===== src/rtl/booth_wallace_mac_pipe_if.sv =====
// Handshake/data bundle for booth_wallace_mac_pipe.
//   master : beat producer / result consumer (drives in_*, out_ready)
//   slave  : the MAC unit (drives in_ready, out_*)
// Signals:
//   in_valid/in_ready      input beat handshake
//   weight, feature        signed operands, WIDTH bits
//   in_first/in_last       burst delimiters
//   out_valid/out_ready    result handshake
//   out_data               signed accumulated result, ACC_WIDTH bits
//   out_sat                saturation seen during the burst
interface booth_wallace_mac_pipe_if #(
  parameter int unsigned WIDTH     = 16,
  parameter int unsigned ACC_WIDTH = 40
);
  logic                 in_valid;
  logic                 in_ready;
  logic [WIDTH-1:0]     weight;
  logic [WIDTH-1:0]     feature;
  logic                 in_first;
  logic                 in_last;
  logic                 out_valid;
  logic                 out_ready;
  logic [ACC_WIDTH-1:0] out_data;
  logic                 out_sat;

  modport master (
    output in_valid, weight, feature, in_first, in_last, out_ready,
    input  in_ready, out_valid, out_data, out_sat
  );

  modport slave (
    input  in_valid, weight, feature, in_first, in_last, out_ready,
    output in_ready, out_valid, out_data, out_sat
  );
endinterface


===== src/rtl/booth_wallace_mac_pipe.sv =====
// Pipelined signed multiply-accumulate: radix-4 Booth partial products (S1),
// Wallace carry-save reduction (S2), final add + accumulate into the output
// register (S3). One dot product is emitted per first..last burst.
// Ports:
//   clk    rising-edge clock
//   rst_n  asynchronous active-low reset
//   mac    slave side of booth_wallace_mac_pipe_if (operands, burst flags,
//          valid/ready on input and output, result and saturation flag)
module booth_wallace_mac_pipe #(
  parameter int unsigned WIDTH     = 16,
  parameter int unsigned ACC_WIDTH = 40,
  parameter bit          SAT_EN    = 1'b0
) (
  input  logic                     clk,
  input  logic                     rst_n,
  booth_wallace_mac_pipe_if.slave  mac
);
  localparam int unsigned NPP = WIDTH / 2;
  localparam int unsigned PW  = 2 * WIDTH;
  localparam int unsigned IW  = (NPP > 1) ? $clog2(NPP) : 1;

  logic stall;

  // S1 state
  logic [PW-1:0] pp_d [NPP];
  logic [PW-1:0] pp_q [NPP];
  logic          f1_q, l1_q, v1_q;
  // S2 state
  logic [PW-1:0] sum_d, carry_d, sum_q, carry_q;
  logic          f2_q, l2_q, v2_q;
  // S3 / output state
  logic [ACC_WIDTH-1:0] acc_d, acc_q, out_data_q;
  logic                 sticky_q, out_sat_q, out_valid_q;

  assign stall         = out_valid_q & ~mac.out_ready;
  assign mac.in_ready  = ~stall;
  assign mac.out_valid = out_valid_q;
  assign mac.out_data  = out_data_q;
  assign mac.out_sat   = out_sat_q;

  // ---------------- S1: radix-4 Booth partial products ----------------
  // All arithmetic is modulo 2^PW; the exact product always fits in PW
  // signed bits, so plain two's-complement negation needs no correction row.
  logic [WIDTH:0]  b_ext;
  logic [PW-1:0]   a_ext;

  always_comb begin
    b_ext = {mac.feature, 1'b0};
    a_ext = PW'($signed(mac.weight));
    for (int unsigned i = 0; i < NPP; i++) begin
      unique case (b_ext[2*i +: 3])
        3'b001, 3'b010: pp_d[i] = a_ext << (2*i);
        3'b011:         pp_d[i] = a_ext << (2*i + 1);
        3'b100:         pp_d[i] = (-a_ext) << (2*i + 1);
        3'b101, 3'b110: pp_d[i] = (-a_ext) << (2*i);
        default:        pp_d[i] = '0;
      endcase
    end
  end

  always_ff @(posedge clk or negedge rst_n) begin
    if (!rst_n) begin
      pp_q <= '{default: '0};
      f1_q <= 1'b0;
      l1_q <= 1'b0;
      v1_q <= 1'b0;
    end else if (!stall) begin
      v1_q <= mac.in_valid;
      if (mac.in_valid) begin
        pp_q <= pp_d;
        f1_q <= mac.in_first;
        l1_q <= mac.in_last;
      end
    end
  end

  // ---------------- S2: Wallace reduction to sum/carry ----------------
  // Each level compresses every full group of three rows with a 3:2 CSA and
  // passes leftover rows through; the row counts depend only on NPP.
  logic [PW-1:0] row [NPP];
  logic [PW-1:0] nxt [NPP];
  int unsigned   cnt, ncnt, full;

  always_comb begin
    row  = pp_q;
    nxt  = pp_q;
    cnt  = NPP;
    ncnt = 0;
    full = 0;
    for (int unsigned l = 0; l < NPP; l++) begin
      if (cnt > 2) begin
        nxt  = row;
        ncnt = 0;
        full = cnt / 3;
        for (int unsigned g = 0; g < NPP / 3; g++) begin
          if (g < full) begin
            nxt[ncnt[IW-1:0]] = row[3*g] ^ row[3*g+1] ^ row[3*g+2];
            ncnt = ncnt + 1;
            nxt[ncnt[IW-1:0]] = ((row[3*g] & row[3*g+1]) |
                                 (row[3*g] & row[3*g+2]) |
                                 (row[3*g+1] & row[3*g+2])) << 1;
            ncnt = ncnt + 1;
          end
        end
        for (int unsigned j = 0; j < NPP; j++) begin
          if ((j >= 3 * full) && (j < cnt)) begin
            nxt[ncnt[IW-1:0]] = row[j];
            ncnt = ncnt + 1;
          end
        end
        row = nxt;
        cnt = ncnt;
      end
    end
    sum_d   = row[0];
    carry_d = (cnt > 1) ? row[1] : '0;
  end

  always_ff @(posedge clk or negedge rst_n) begin
    if (!rst_n) begin
      sum_q   <= '0;
      carry_q <= '0;
      f2_q    <= 1'b0;
      l2_q    <= 1'b0;
      v2_q    <= 1'b0;
    end else if (!stall) begin
      v2_q <= v1_q;
      if (v1_q) begin
        sum_q   <= sum_d;
        carry_q <= carry_d;
        f2_q    <= f1_q;
        l2_q    <= l1_q;
      end
    end
  end

  // ---------------- S3: final add, accumulate, saturate ----------------
  logic [PW-1:0]        prod;
  logic [ACC_WIDTH-1:0] prod_ext, base;
  logic [ACC_WIDTH:0]   wide;
  logic                 ovf, sticky_base;

  always_comb begin
    prod        = sum_q + carry_q;
    prod_ext    = ACC_WIDTH'($signed(prod));
    base        = f2_q ? '0 : acc_q;
    sticky_base = ~f2_q & sticky_q;
    // One guard bit: overflow shows up as the two top bits disagreeing.
    wide        = {base[ACC_WIDTH-1], base} + {prod_ext[ACC_WIDTH-1], prod_ext};
    ovf         = 1'b0;
    acc_d       = wide[ACC_WIDTH-1:0];
    if (SAT_EN && (wide[ACC_WIDTH] != wide[ACC_WIDTH-1])) begin
      ovf   = 1'b1;
      acc_d = wide[ACC_WIDTH] ? {1'b1, {(ACC_WIDTH-1){1'b0}}}
                              : {1'b0, {(ACC_WIDTH-1){1'b1}}};
    end
  end

  // out_valid simply follows "last beat in S3" whenever not stalled: when not
  // stalled any held result is being consumed this cycle.
  always_ff @(posedge clk or negedge rst_n) begin
    if (!rst_n) begin
      acc_q       <= '0;
      sticky_q    <= 1'b0;
      out_data_q  <= '0;
      out_sat_q   <= 1'b0;
      out_valid_q <= 1'b0;
    end else if (!stall) begin
      out_valid_q <= v2_q & l2_q;
      if (v2_q) begin
        if (l2_q) begin
          out_data_q <= acc_d;
          out_sat_q  <= sticky_base | ovf;
          acc_q      <= '0;
          sticky_q   <= 1'b0;
        end else begin
          acc_q    <= acc_d;
          sticky_q <= sticky_base | ovf;
        end
      end
    end
  end
endmodule


===== src/flat_wrapper.sv =====
// flat-port wrapper written by rule: the top's interface ports become plain ports
module booth_wallace_mac_pipe_flat 
#(
  parameter int unsigned WIDTH     = 16,
  parameter int unsigned ACC_WIDTH = 40,
  parameter bit          SAT_EN    = 1'b0
)
  (clk, rst_n, mac_in_valid, mac_weight, mac_feature, mac_in_first, mac_in_last, mac_out_ready, mac_in_ready, mac_out_valid, mac_out_data, mac_out_sat);
  booth_wallace_mac_pipe_if #(.WIDTH(WIDTH), .ACC_WIDTH(ACC_WIDTH)) mac_i ();
  input  logic clk;
  input  logic rst_n;
  input wire logic [$bits(mac_i.in_valid)-1:0] mac_in_valid;
  input wire logic [$bits(mac_i.weight)-1:0] mac_weight;
  input wire logic [$bits(mac_i.feature)-1:0] mac_feature;
  input wire logic [$bits(mac_i.in_first)-1:0] mac_in_first;
  input wire logic [$bits(mac_i.in_last)-1:0] mac_in_last;
  input wire logic [$bits(mac_i.out_ready)-1:0] mac_out_ready;
  output wire logic [$bits(mac_i.in_ready)-1:0] mac_in_ready;
  output wire logic [$bits(mac_i.out_valid)-1:0] mac_out_valid;
  output wire logic [$bits(mac_i.out_data)-1:0] mac_out_data;
  output wire logic [$bits(mac_i.out_sat)-1:0] mac_out_sat;
  assign mac_i.in_valid = mac_in_valid;
  assign mac_i.weight = mac_weight;
  assign mac_i.feature = mac_feature;
  assign mac_i.in_first = mac_in_first;
  assign mac_i.in_last = mac_in_last;
  assign mac_i.out_ready = mac_out_ready;
  assign mac_in_ready = mac_i.in_ready;
  assign mac_out_valid = mac_i.out_valid;
  assign mac_out_data = mac_i.out_data;
  assign mac_out_sat = mac_i.out_sat;
  booth_wallace_mac_pipe #(.WIDTH(WIDTH), .ACC_WIDTH(ACC_WIDTH), .SAT_EN(SAT_EN)) u_core (.clk(clk), .rst_n(rst_n), .mac(mac_i));
endmodule

===== config.mk =====
export PLATFORM = sky130hd
export DESIGN_NAME = booth_wallace_mac_pipe_flat
export DESIGN_NICKNAME = d
export VERILOG_FILES = /design/src/rtl/booth_wallace_mac_pipe_if.sv /design/src/rtl/booth_wallace_mac_pipe.sv /design/src/flat_wrapper.sv
export SDC_FILE = /design/constraint.sdc
export NUM_CORES = 1
export LEC_CHECK = 0
export ABC_AREA = 1
export CORE_MARGIN = 3
export CORE_UTILIZATION = 55
export DETAILED_ROUTE_END_ITERATION = 8
export PLACE_DENSITY = 0.74
export SLEW_MARGIN = 20
export SYNTH_ARGS = -nofsm -noshare
export SYNTH_HDL_FRONTEND = slang
export SYNTH_SLANG_ARGS = --single-unit

===== constraint.sdc =====
create_clock -name clk -period 4.25 [get_ports clk]
set_input_delay 0.6375 -clock clk [delete_from_list [all_inputs] [get_ports clk]]
set_output_delay 0.6375 -clock clk [all_outputs]
set_load 0.005 [all_outputs]

### After elaboration in Yosys (flattened, before gate mapping)

Index checks and enable logic that the tools add are counted.
W data, S select, Z words.

* word-level logic and storage cells: 146
* memory bits (read-only): 0
* register bits after elaboration: 408
* latch bits: 0
* RAM bits: 0
* bits of input ports: 38
* output and inout port bits: 43
* memories: 0

* multipliers: 0
* muxes and demuxes: 11
* add/subtract/negate cells: 3
* equality and inequality tests: 45
* div/mod/pow operators: 0
* reduce and logical (&&, ||, !) cells: 18
* shift operators: 0
* magnitude comparators: 0
* bitwise gates (word level): 48

Operators with widths (count)
* $pmux W32 S4: 7
* $and A31 B31 Y31: 18
* $xor A32 B32 Y32: 12
* $or A31 B31 Y31: 12
* $pmux W32 S3: 1
* $mux W40: 2
* $eq A3 B3 Y1 const B: 21
* $eq A3 B2 Y1 const B: 14
* $add A40 B32 Y40: 1
* $add A32 B32 Y32: 1
* $neg A32 Y32: 1
* $reduce_or A2 Y1: 14
* $eq A3 B1 Y1 const B: 7
* $reduce_and A2 Y1: 3
* $eq A2 B2 Y1 const B: 2
* $and A1 B1 Y1: 3
* $not A1 Y1: 3
* $reduce_and A3 Y1: 1
* $eq A2 B1 Y1 const B: 1
* $mux W1: 1

### Longest topological paths before layout

Gate-level depths: netlist of the first run.

* depth after elaboration: 12
* depth in mapped cells: 24
* depth with buffers taken out: 24

### Least setup slack after synthesis of the first run

OpenSTA, ideal clock, no wires.

* path type: reg2reg
* from: register u_core.carry_q[6]
* to: register u_core.acc_q[35]
* buffers on the path: 0
* library setup time: 0.131 ns
* data arrival time: 3.318 ns
* cell stages (with the launch flop): 22
* slack: 0.801 ns
* clock period less this slack: 3.449 ns
* cells stage by stage: dfrtp_1 ha_1 fa_1 nand3_1 nand2_1 a21boi_0 inv_1 nand3_1 nand3_1 nand2_1 nand2_1 xor2_1 ha_1 nand2_1 nor2_1 inv_1 nor4_1 nand3_1 nand3_1 nand2_1 nand3_1 o21ai_0

* word-level cells in the longest chain between the ends: 3

RTL lines
* start: declaration: RTL line booth_wallace_mac_pipe.sv:29 `logic [PW-1:0] sum_d, carry_d, sum_q, carry_q;`
* start signal: assignment: RTL line booth_wallace_mac_pipe.sv:130 `carry_q <= carry_d;`
* $add A32 B32 Y32: RTL line booth_wallace_mac_pipe.sv:144 `prod = sum_q + carry_q;`
* $add A40 B32 Y40: RTL line booth_wallace_mac_pipe.sv:149 `wide = {base[ACC_WIDTH-1], base} + {prod_ext[ACC_WIDTH-1], prod_ext};`
* $mux W40: RTL line booth_wallace_mac_pipe.sv:171 `if (l2_q) begin`
* end signal: assignment: RTL line booth_wallace_mac_pipe.sv:163 `acc_q <= '0;`
* end signal: assignment: RTL line booth_wallace_mac_pipe.sv:174 `acc_q <= '0;`
* end signal: assignment: RTL line booth_wallace_mac_pipe.sv:177 `acc_q <= acc_d;`
* end: declaration: RTL line booth_wallace_mac_pipe.sv:32 `logic [ACC_WIDTH-1:0] acc_d, acc_q, out_data_q;`

No other way between the ends.
A chain may end at the register's enable or synchronous reset.

### Worst setup path in the final report of the first run

* from: register u_core.carry_q[6]
* to: register u_core.acc_q[39]

The elaborated chain is that of the path after synthesis.

==> results.toml, run 1 <==
[synth]
synthesis.yosys.warnings = 0
post_synth_instance_area_um2 = 23500
synth_top_flop_cell = "dfrtp_1"
netlist_instances = 3068
post_synth.cell_area_avg_um2 = 7.67
synth-async-reset-ratio_pct = 100
number_of_enable_flip_flop_cells_after_synthesis = 0
syn-num-nets = 3326
synth.yosys.seq_area_share_pct = 36.9
flop_and_latch_count_out_of_synthesis = 347
ys_types = 51

[grt]
grt.overflow.total = 0
grtUsageTotal_pct = 33.7
via_count_of_the_first_global_routing_pass = 21309
initial_antenna_violation_count = 0
pin_count_of_the_biggest_net_entering_global_routing = 193
wire_length_of_the_first_global_routing_pass_um = 118000

[clock_network]
cts_htree_levels = 2
cts_tree = "built"
cts_root_buf = "clkbuf_16"
clkLatencyLatePin_ns = 0.57
clockBufferDepth = 3
clk_pin_slew_worst_paths_ns = 0.06
post_cts_hold_buffer_count = 0
clock_sinks = 347
tritoncts.num_buffers = 40

[setup_path]
cpMostUsedCell = "nand2_1"
critical-path-max-stage-delay_ns = 0.42
setup.worst_path.class = "flip-flop to flip-flop"
worstSetupEndpointType = "flip-flop"
timing.critical_path.max_delay_family = "simple AND/OR/NAND/NOR gates"
critPathSlowestCell = "fa_1"
worstPathCellList = "ha_1, fa_1, nand3_1, nand2_1, a21boi_0, buf_4, inv_1, nand3_1, nand3_1, nand2_1, nand2_1, xor2_1, ha_1, a21oi_1, o21ai_0, a21oi_1, nor2_1, nor2b_1, nand2_1, inv_1, nand2_1, nand3_1, nand2_1"
critPathRequiredTime_ns = 4.70
critPathLaunchType = "flip-flop"
critical_path_peak_fanout = 5
critical_path.n_buffers_inverters = 3
crit_arrival_ns = 4.29

[placement]
place.gp.congestion = 1.01
placed_cells = 3618
final_hpwl_dp_um = 55000
io_buffers = 80
preCtsSetupSlack_ns = 0.339

[outcome]
status = "completed"

[route]
drc_errors = 0
drt_wl_total_um = 75500
first_iter_violations = 2260
viasPerCell = 5.83
dr_total_vias = 21483
first_pass_iters = 8
route.detailed.wl_per_inst_um = 20.5
route.antenna.remaining_nets = 0

[power_and_ir_drop]
sw_frac_of_total_pct = 48.0
peakVddDrop_v = 0.000417
combinationalPowerShare_pct = 61.7
power_switching_uw = 10400
power_frac_clock_pct = 15.1
power.leakage_uw = 0.0136
seq_power_share_pct = 23.2
pwr_density_cell_nw_per_um2 = 826
intPower_uw = 11300

[timing]
fin_worst_skew_ns = 0.0175
final.setup.tns_ns = 0
max_clock_freq_mhz = 260
relSlewSlack_pct = 24.7
setup_viol = 0
tightestPinTransition_ns = 1.13
worst_slack_ns = 0.411
finalCritPeriodShare_pct = 90.3
final.min_clock_period_ns = 3.84
timing.final.max_slew_violations = 0
setup_repair_after_global_routing_missed_its_margin = "no"
final-hold-violation-count = 0

[floorplanning]
design.die.area_um2 = 45300
core_footprint_um2 = 42100
top_level_ports = 81
die_x_um = 213
fp-row-count = 75
chipHeight_um = 213
floorplan.initialDensity_pct = 55.8

[layout]
layout_commonest_cell = "nand2_1"
layout_area_overhead_pct = 11.8
multi_input_area_um2 = 13000
drive_above_1_share_pct = 5.15
final_nets = 3379
antenna_cells = 0
fillerInstances = 3732
regArea_um2 = 8680
non_filler_instance_count_after_layout = 3683
most-common-layout-cells = "nand2_1 (1026), dfrtp_1 (347), inv_1 (341)"

[hold_path]
class_of_the_tightest_hold_or_removal_check = "primary input to async pin"

[job]
cap_viol_max_count = 0
cell families after synthesis:
kind of cell	share of synthesized area, %
AOI/OAI and AO/OA	13.0
xor gates and xnor gates	1.86
adders and majority gates	15.9
buffers and inverters	7.85
DFF	36.9
and+or+nand+nor	24.5
timing repair:
action	in CTS	in global routing
setup endpoints to repair	0	3
resized for setup	0	3
buffers inserted	0	0
Yosys cell counts, drive strengths merged (18+ instances only):
cell | instances | share of area (%)
a21oi | 99 | 2.1
clkbuf | 112 | 1.8
dfrtp | 347 | 37
fa | 132 | 11
ha | 88 | 4.7
inv | 348 | 5.6
nand2 | 1033 | 17
nand3 | 169 | 3.6
nor2 | 181 | 3.1
o211ai | 18 | 0.57
o21ai | 253 | 5.4
o22ai | 119 | 3.2
xnor2 | 19 | 0.71
xor2 | 30 | 1.1
through the flow:
stage	instance area, µm²	total power [µW]	util (%)	hold WS, ns
finish	26300	21700	62.4	0.168
global route	26300	23900	62.4	0.220
CTS	26300	21700	62.4	0.188
global placement	25100	18000	59.5	0.457
floorplan	23500	14200	-	0.342
detailed placement	25100	18300	59.5	0.463
power by group through the flow:
stage | sequential, µW | combinational [µW] | clock, µW
6_report | 5050 | 13400 | 3280
3_3_place_gp | 5040 | 13000 | 0
5_1_grt | 5170 | 15300 | 3450
4_1_cts | 5050 | 13400 | 3330
3_5_place_dp | 5090 | 13200 | 0
2_1_floorplan | 4950 | 9260 | 0
final cells by class:
cell class                 count  share of cell area, %
multi-input combinational   2237                   49.6
sequential                   347                   33.0
inverter                     359                   5.14
timing repair buffer         136                   5.04
clock buffer                  56                   4.38
tap                          539                   2.57
clock inverter                 9                  0.243
final timing paths:
path                                          startpoint                                 end  slack [ns]  cells past startpoint
setup reg to reg           u_core.carry_q[6]$_DFFE_PN0P_        u_core.acc_q[39]$_DFFE_PN0P_        0.41                     23
setup / recovery           u_core.carry_q[6]$_DFFE_PN0P_        u_core.acc_q[39]$_DFFE_PN0P_        0.41                     23
hold / removal                                     rst_n  u_core.mac.out_data[1]$_DFFE_PN0P_        0.17                      1
hold reg to reg             u_core.sum_q[18]$_DFFE_PN0P_        u_core.sum_q[18]$_DFFE_PN0P_        0.47                      2
max in group asynchronous                          rst_n        u_core.pp_q[125]$_DFFE_PN0P_        3.10                      2
min in group clk            u_core.sum_q[18]$_DFFE_PN0P_        u_core.sum_q[18]$_DFFE_PN0P_        0.47                      2
layer usage:
| metal | vias up | share of wire, % | global-route usage [%] |
|---|---|---|---|
| met5 | - | 0 | 0 |
| met4 | 0 | 5.1 | 16.2 |
| met3 | 211 | 7.1 | 5.32 |
| met2 | 935 | 46 | 53.5 |
| met1 | 10359 | 42 | 45.5 |
| li1 | 9978 | - | - |
state kept, by name (all words and copies together) (netlist names), 26 cells and up:
| name | cells |
|---|---|
| u_core.sum_q | 32 |
| u_core.pp_q | 162 |
| u_core.carry_q | 26 |
| u_core.acc_q | 40 |
| u_core.mac.out_data | 40 |
| u_core.nxt | 38 |
Power figures use the tool's default switching activity.
==> run 2, diff against run 1 <==
--- a/config.mk
+++ b/config.mk
@@ -9,6 +9,7 @@
 export CORE_MARGIN = 3
 export CORE_UTILIZATION = 55
 export DETAILED_ROUTE_END_ITERATION = 8
+export MAX_ROUTING_LAYER = met4
 export PLACE_DENSITY = 0.74
 export SLEW_MARGIN = 20
 export SYNTH_ARGS = -nofsm -noshare
==> results.toml, run 2 (synthesized netlist as in run 1, its figures left out) <==
[floorplanning]
floorplan.initialDensity_pct = 55.8
core_footprint_um2 = 42100
die_x_um = 213
design.die.area_um2 = 45300
fp-row-count = 75
chipHeight_um = 213
top_level_ports = 81

[power_and_ir_drop]
total_power_uw = 22000
peakVddDrop_v = 0.000439
power.leakage_uw = 0.0137
pwr_density_cell_nw_per_um2 = 832

[grt]
initial_antenna_violation_count = 1
grt.overflow.total = 0
wire_length_of_the_first_global_routing_pass_um = 121000
grtUsageTotal_pct = 35.5
pin_count_of_the_biggest_net_entering_global_routing = 193
via_count_of_the_first_global_routing_pass = 21454

[timing]
final.setup.tns_ns = 0
finalCritPeriodShare_pct = 90.6
tightestPinTransition_ns = 1.09
fin_worst_skew_ns = 0.0192
timing.final.max_slew_violations = 0
final-hold-violation-count = 0
setup_viol = 0
final.min_clock_period_ns = 3.85
relSlewSlack_pct = 27.5
max_clock_freq_mhz = 260
setup_repair_after_global_routing_missed_its_margin = "no"

[job]
cap_viol_max_count = 0

[clock_network]
clockBufferDepth = 3
post_cts_hold_buffer_count = 0
cts_htree_levels = 2
clkLatencyLatePin_ns = 0.57
cts_root_buf = "clkbuf_16"
cts_tree = "built"
clk_pin_slew_worst_paths_ns = 0.06
number_of_setup_buffers_added_after_cts = 0
clock_sinks = 347
tritoncts.num_buffers = 39

[setup_path]
worstSetupEndpointType = "flip-flop"
ff2ff_path_depth = 23
rr_startpoint = "u_core.carry_q[6]$_DFFE_PN0P_"
critical_path_peak_fanout = 5
reg2reg_to = "u_core.acc_q[39]$_DFFE_PN0P_"
crit_arrival_ns = 4.31
critPathLaunchType = "flip-flop"
setup.worst_path.class = "flip-flop to flip-flop"
critPathRequiredTime_ns = 4.71
ff2ff_setup_slack_ns = 0.40

[placement]
placedInstanceArea_um2 = 25100
place.gp.congestion = 1.01
final_hpwl_dp_um = 55800
io_buffers = 80

[route]
route.antenna.remaining_nets = 0
drt_wl_total_um = 77600
route.detailed.wl_per_inst_um = 21.0
first_iter_violations = 2177
drc_errors = 0
first_pass_iters = 6
dr_total_vias = 21692
viasPerCell = 5.87

[layout]
largest_register = "u_core.pp_q"
most-common-layout-cells = "nand2_1 (1026), dfrtp_1 (347), inv_1 (341)"
design_area_um2 = 26400
fillerInstances = 3744
layout_commonest_cell = "nand2_1"
drive_above_1_share_pct = 5.61
layout_area_overhead_pct = 12.3
largest_register_ffs = 162
final_nets = 3385
regArea_um2 = 8680
multi_input_area_um2 = 13000

[hold_path]
class_of_the_tightest_hold_or_removal_check = "primary input to async pin"

[outcome]
status = "completed"
run 2: cell count changes in the layout (fill, tap and decap cells not counted), moves of 3 or more:
cell	change
buf_4	+9
bufinv_16	+3
clkbuf_1	-3
clkbuf_8	+3
run 2: stage by stage:
step / std cells / worst slack, ns / utilization, % / hold WS (ns)
3_5_place_dp: 3625 / 0.356 / 59.5 / 0.464
6_report: 3696 / 0.398 / 62.7 / 0.116
2_1_floorplan: 3068 / 0.801 / - / 0.342
5_1_grt: 3696 / 0.0335 / 62.7 / 0.224
3_3_place_gp: 3625 / 0.455 / 59.5 / 0.458
4_1_cts: 3695 / 0.337 / 62.7 / 0.186
run 2: layout make-up:
class                           count  share of cell area [%]
Inverter                          359                    5.11
Tap cell                          539                    2.55
Multi-Input combinational cell   2237                    49.3
Clock inverter                     16                   0.710
Clock buffer                       54                    4.29
Timing Repair Buffer              143                    5.12
Sequential cell                   347                    32.9
Antenna cell                        1                 0.00947
run 2: timing repair:
action	in CTS	in global routing
hold endpoints to repair	0	0
gates resized for setup	0	2
setup endpoints to repair	0	3
run 2: worst max-delay path by stage:
stage	start	endpoint	cells past startpoint
final	u_core.carry_q[6]$_DFFE_PN0P_	u_core.acc_q[39]$_DFFE_PN0P_	23
after global routing	u_core.carry_q[6]$_DFFE_PN0P_	u_core.mac.out_data[37]$_DFFE_PN0P_	20
after CTS	u_core.carry_q[6]$_DFFE_PN0P_	u_core.acc_q[37]$_DFFE_PN0P_	20
after floorplan	u_core.carry_q[6]$_DFFE_PN0P_	u_core.acc_q[35]$_DFFE_PN0P_	21
after global placement	u_core.carry_q[6]$_DFFE_PN0P_	u_core.mac.out_data[37]$_DFFE_PN0P_	20
after detailed placement	u_core.carry_q[6]$_DFFE_PN0P_	u_core.acc_q[37]$_DFFE_PN0P_	20
run 2: worst max-delay path: stages (launching register included):
cell	delay, ns
dfrtp_1	0.38
ha_1	0.26
fa_1	0.42
nand3_1	0.10
nand2_1	0.11
a21boi_0	0.19
buf_4	0.16
inv_1	0.05
nand3_1	0.06
nand3_1	0.15
nand2_1	0.09
nand2_1	0.06
xor2_1	0.14
ha_1	0.35
a21oi_1	0.23
o21ai_0	0.16
a21oi_1	0.25
nor2_1	0.07
nor2b_1	0.11
nand2_1	0.12
inv_1	0.08
nand2_1	0.06
nand3_1	0.07
nand2_1	0.05
run 2: where the power goes:
group | internal (µW) | leakage (µW) | switching (µW)
clock network | 2060 | 0.000650 | 1440
registers | 4410 | 0.00441 | 650
logic | 4980 | 0.00864 | 8430
total | 11500 | 0.0137 | 10500
run 2: layer usage:
metal / up-vias / share of wire (%) / GRT usage [%]
met1: 10472 / 42 / 46.9
met2: 987 / 45 / 55.0
met3: 240 / 7.8 / 5.74
met4: 0 / 4.9 / 15.2
met5: - / 0 / -
li1: 9993 / - / -
==> run 3, diff against run 2 <==
--- a/config.mk
+++ b/config.mk
@@ -7,10 +7,11 @@
 export LEC_CHECK = 0
 export ABC_AREA = 1
 export CORE_MARGIN = 3
-export CORE_UTILIZATION = 55
+export CORE_UTILIZATION = 45
 export DETAILED_ROUTE_END_ITERATION = 8
 export MAX_ROUTING_LAYER = met4
-export PLACE_DENSITY = 0.74
+export PLACE_DENSITY = 0.63
+export SKIP_LAST_GASP = 1
 export SLEW_MARGIN = 20
 export SYNTH_ARGS = -nofsm -noshare
 export SYNTH_HDL_FRONTEND = slang
==> constraint.sdc (replaced) <==
create_clock -name clk -period 3.9 [get_ports clk]
set_input_delay 0.585 -clock clk [delete_from_list [all_inputs] [get_ports clk]]
set_output_delay 0.585 -clock clk [all_outputs]
set_load 0.005 [all_outputs]
==> results.toml, run 3 (synthesized netlist as in run 1, its figures left out) <==
[outcome]
status = "completed"

[power_and_ir_drop]
power_switching_uw = 11600
sw_frac_of_total_pct = 47.0
seq_power_share_pct = 22.2
intPower_uw = 13100
power_frac_clock_pct = 16.9
peakVddDrop_v = 0.000408
pwr_density_cell_nw_per_um2 = 909
power.leakage_uw = 0.0140
combinationalPowerShare_pct = 60.9

[layout]
antenna_cells = 0
drive_above_1_share_pct = 7.59
post-route-util_pct = 52.7
layout_area_overhead_pct = 15.4
non_filler_instance_count_after_layout = 3882
design_area_um2 = 27100
largest_register_ffs = 162
most-common-layout-cells = "nand2_1 (1024), dfrtp_1 (347), inv_1 (341)"
final_nets = 3427
largest_register = "u_core.pp_q"
layout_commonest_cell = "nand2_1"

[route]
viasPerCell = 5.45
drc_errors = 0
route.antenna.remaining_nets = 0
first_pass_iters = 6
dr_total_vias = 21153
drt_wl_total_um = 78100
first_iter_violations = 1628
route.detailed.wl_per_inst_um = 20.1

[placement]
io_buffers = 80
placedInstanceArea_um2 = 25500
final_hpwl_dp_um = 57800
placed_cells = 3799
place.gp.congestion = 0.996

[timing]
tightestPinTransition_ns = 0.964
setup_repair_after_global_routing_missed_its_margin = "yes"
relSlewSlack_pct = 35.5
finalCritPeriodShare_pct = 94.0
fin_worst_skew_ns = 0.0190
final.hold.worst_slack_ns = 0.0297
final.setup.tns_ns = 0
max_clock_freq_mhz = 273
final-hold-violation-count = 0
final.min_clock_period_ns = 3.67
timing.final.max_slew_violations = 0
setup_viol = 0

[floorplanning]
fp-row-count = 83
chipHeight_um = 235
core_footprint_um2 = 51500
floorplan.initialDensity_pct = 45.7
design.die.area_um2 = 55100
top_level_ports = 81
die_x_um = 235

[hold_path]
class_of_the_tightest_hold_or_removal_check = "primary input to async pin"

[clock_network]
clk_pin_slew_worst_paths_ns = 0.06
post_cts_hold_buffer_count = 0
cts_htree_levels = 2
clock_sinks = 347
cts_root_buf = "clkbuf_16"
clockBufferDepth = 3
cts_tree = "built"
clkLatencyLatePin_ns = 0.59
tritoncts.num_buffers = 42

[setup_path]
endpoint = "u_core.mac.out_data[36]$_DFFE_PN0P_"
rr_startpoint = "u_core.carry_q[6]$_DFFE_PN0P_"
ff2ff_setup_slack_ns = 0.23
critPathRequiredTime_ns = 4.36
setup.worst_path.start = "u_core.carry_q[6]$_DFFE_PN0P_"
ff2ff_path_depth = 19
critPathLaunchType = "flip-flop"
setup.worst_path.class = "flip-flop to flip-flop"
worstSetupEndpointType = "flip-flop"
crit_arrival_ns = 4.13
reg2reg_to = "u_core.mac.out_data[36]$_DFFE_PN0P_"
critical_path_peak_fanout = 4

[grt]
grtUsageTotal_pct = 29.2
initial_antenna_violation_count = 0
wire_length_of_the_first_global_routing_pass_um = 123000
grt.overflow.total = 0
via_count_of_the_first_global_routing_pass = 21181
pin_count_of_the_biggest_net_entering_global_routing = 193

[job]
cap_viol_max_count = 0
[run 3: changes by cell type in the layout (fill, tap and decap cells not counted), sizes merged]
cell,before,now
bufinv,3,5
clkinvlp,2,0
clkinv,17,21
clkbuf,54,59
diode,1,0
buf,64,103
inv,353,351
[run 3: through the flow]
step                      power (µW)  setup slack, ns
after CTS                      24600           0.0283
final                          24700            0.233
after floorplan                15500            0.451
after global placement         20100            0.106
after global routing           27300          -0.0235
after detailed placement       20200           0.0699
[run 3: power groups by stage]
stage | logic (µW) | clock network (µW) | registers, µW
after floorplan | 10100 | 0 | 5400
after global placement | 14600 | 0 | 5500
after detailed placement | 14700 | 0 | 5540
after CTS | 14800 | 4260 | 5490
after global routing | 17200 | 4410 | 5630
final | 15000 | 4160 | 5490
[run 3: worst min-delay path by stage]
| stage | start | to |
|---|---|---|
| after global routing | rst_n | u_core.mac.out_data[7]$_DFFE_PN0P_ |
| after floorplan | rst_n | u_core.acc_q[0]$_DFFE_PN0P_ |
| after global placement | u_core.sum_q[17]$_DFFE_PN0P_ | u_core.sum_q[17]$_DFFE_PN0P_ |
| final | rst_n | u_core.acc_q[0]$_DFFE_PN0P_ |
| after detailed placement | u_core.sum_q[17]$_DFFE_PN0P_ | u_core.sum_q[17]$_DFFE_PN0P_ |
| after CTS | rst_n | u_core.acc_q[0]$_DFFE_PN0P_ |
[run 3: what timing repair did]
action | 4_1_cts | 5_1_grt
endpoints found under the hold margin | 0 | 0
setup endpoints to repair | 0 | 36
buffers inserted | 0 | 6
gates resized for setup | 0 | 31
[run 3: worst max-delay path, stage by stage (launching register included)]
cell,delay [ns]
dfrtp_1,0.38
ha_2,0.22
fa_2,0.36
nand3_1,0.09
nand2_1,0.12
nand2_1,0.09
o211ai_1,0.16
a21oi_2,0.24
buf_4,0.14
xnor2_1,0.08
ha_1,0.36
nand2_1,0.13
o21ai_0,0.39
a21oi_1,0.19
o21ai_0,0.24
nor2_1,0.09
nand2_1,0.08
nand2_1,0.06
nand3_1,0.07
nand2_1,0.05
[run 3: final cells by class]
cell class              instances  area, µm²
flip-flops and latches        347       8680
well taps                     680        851
clock buffers                  59       1230
inverters                     359       1350
multi-input cells            2237      13100
clock inverters                18        249
repair buffers                182       1660
fillers                      5028      24400
[run 3: layer usage]
layer	global-route usage [%]	routed length (µm)
met1	38.6	34000
met4	12.4	3690
met3	4.21	4880
met2	45.1	35600
met5	-	0
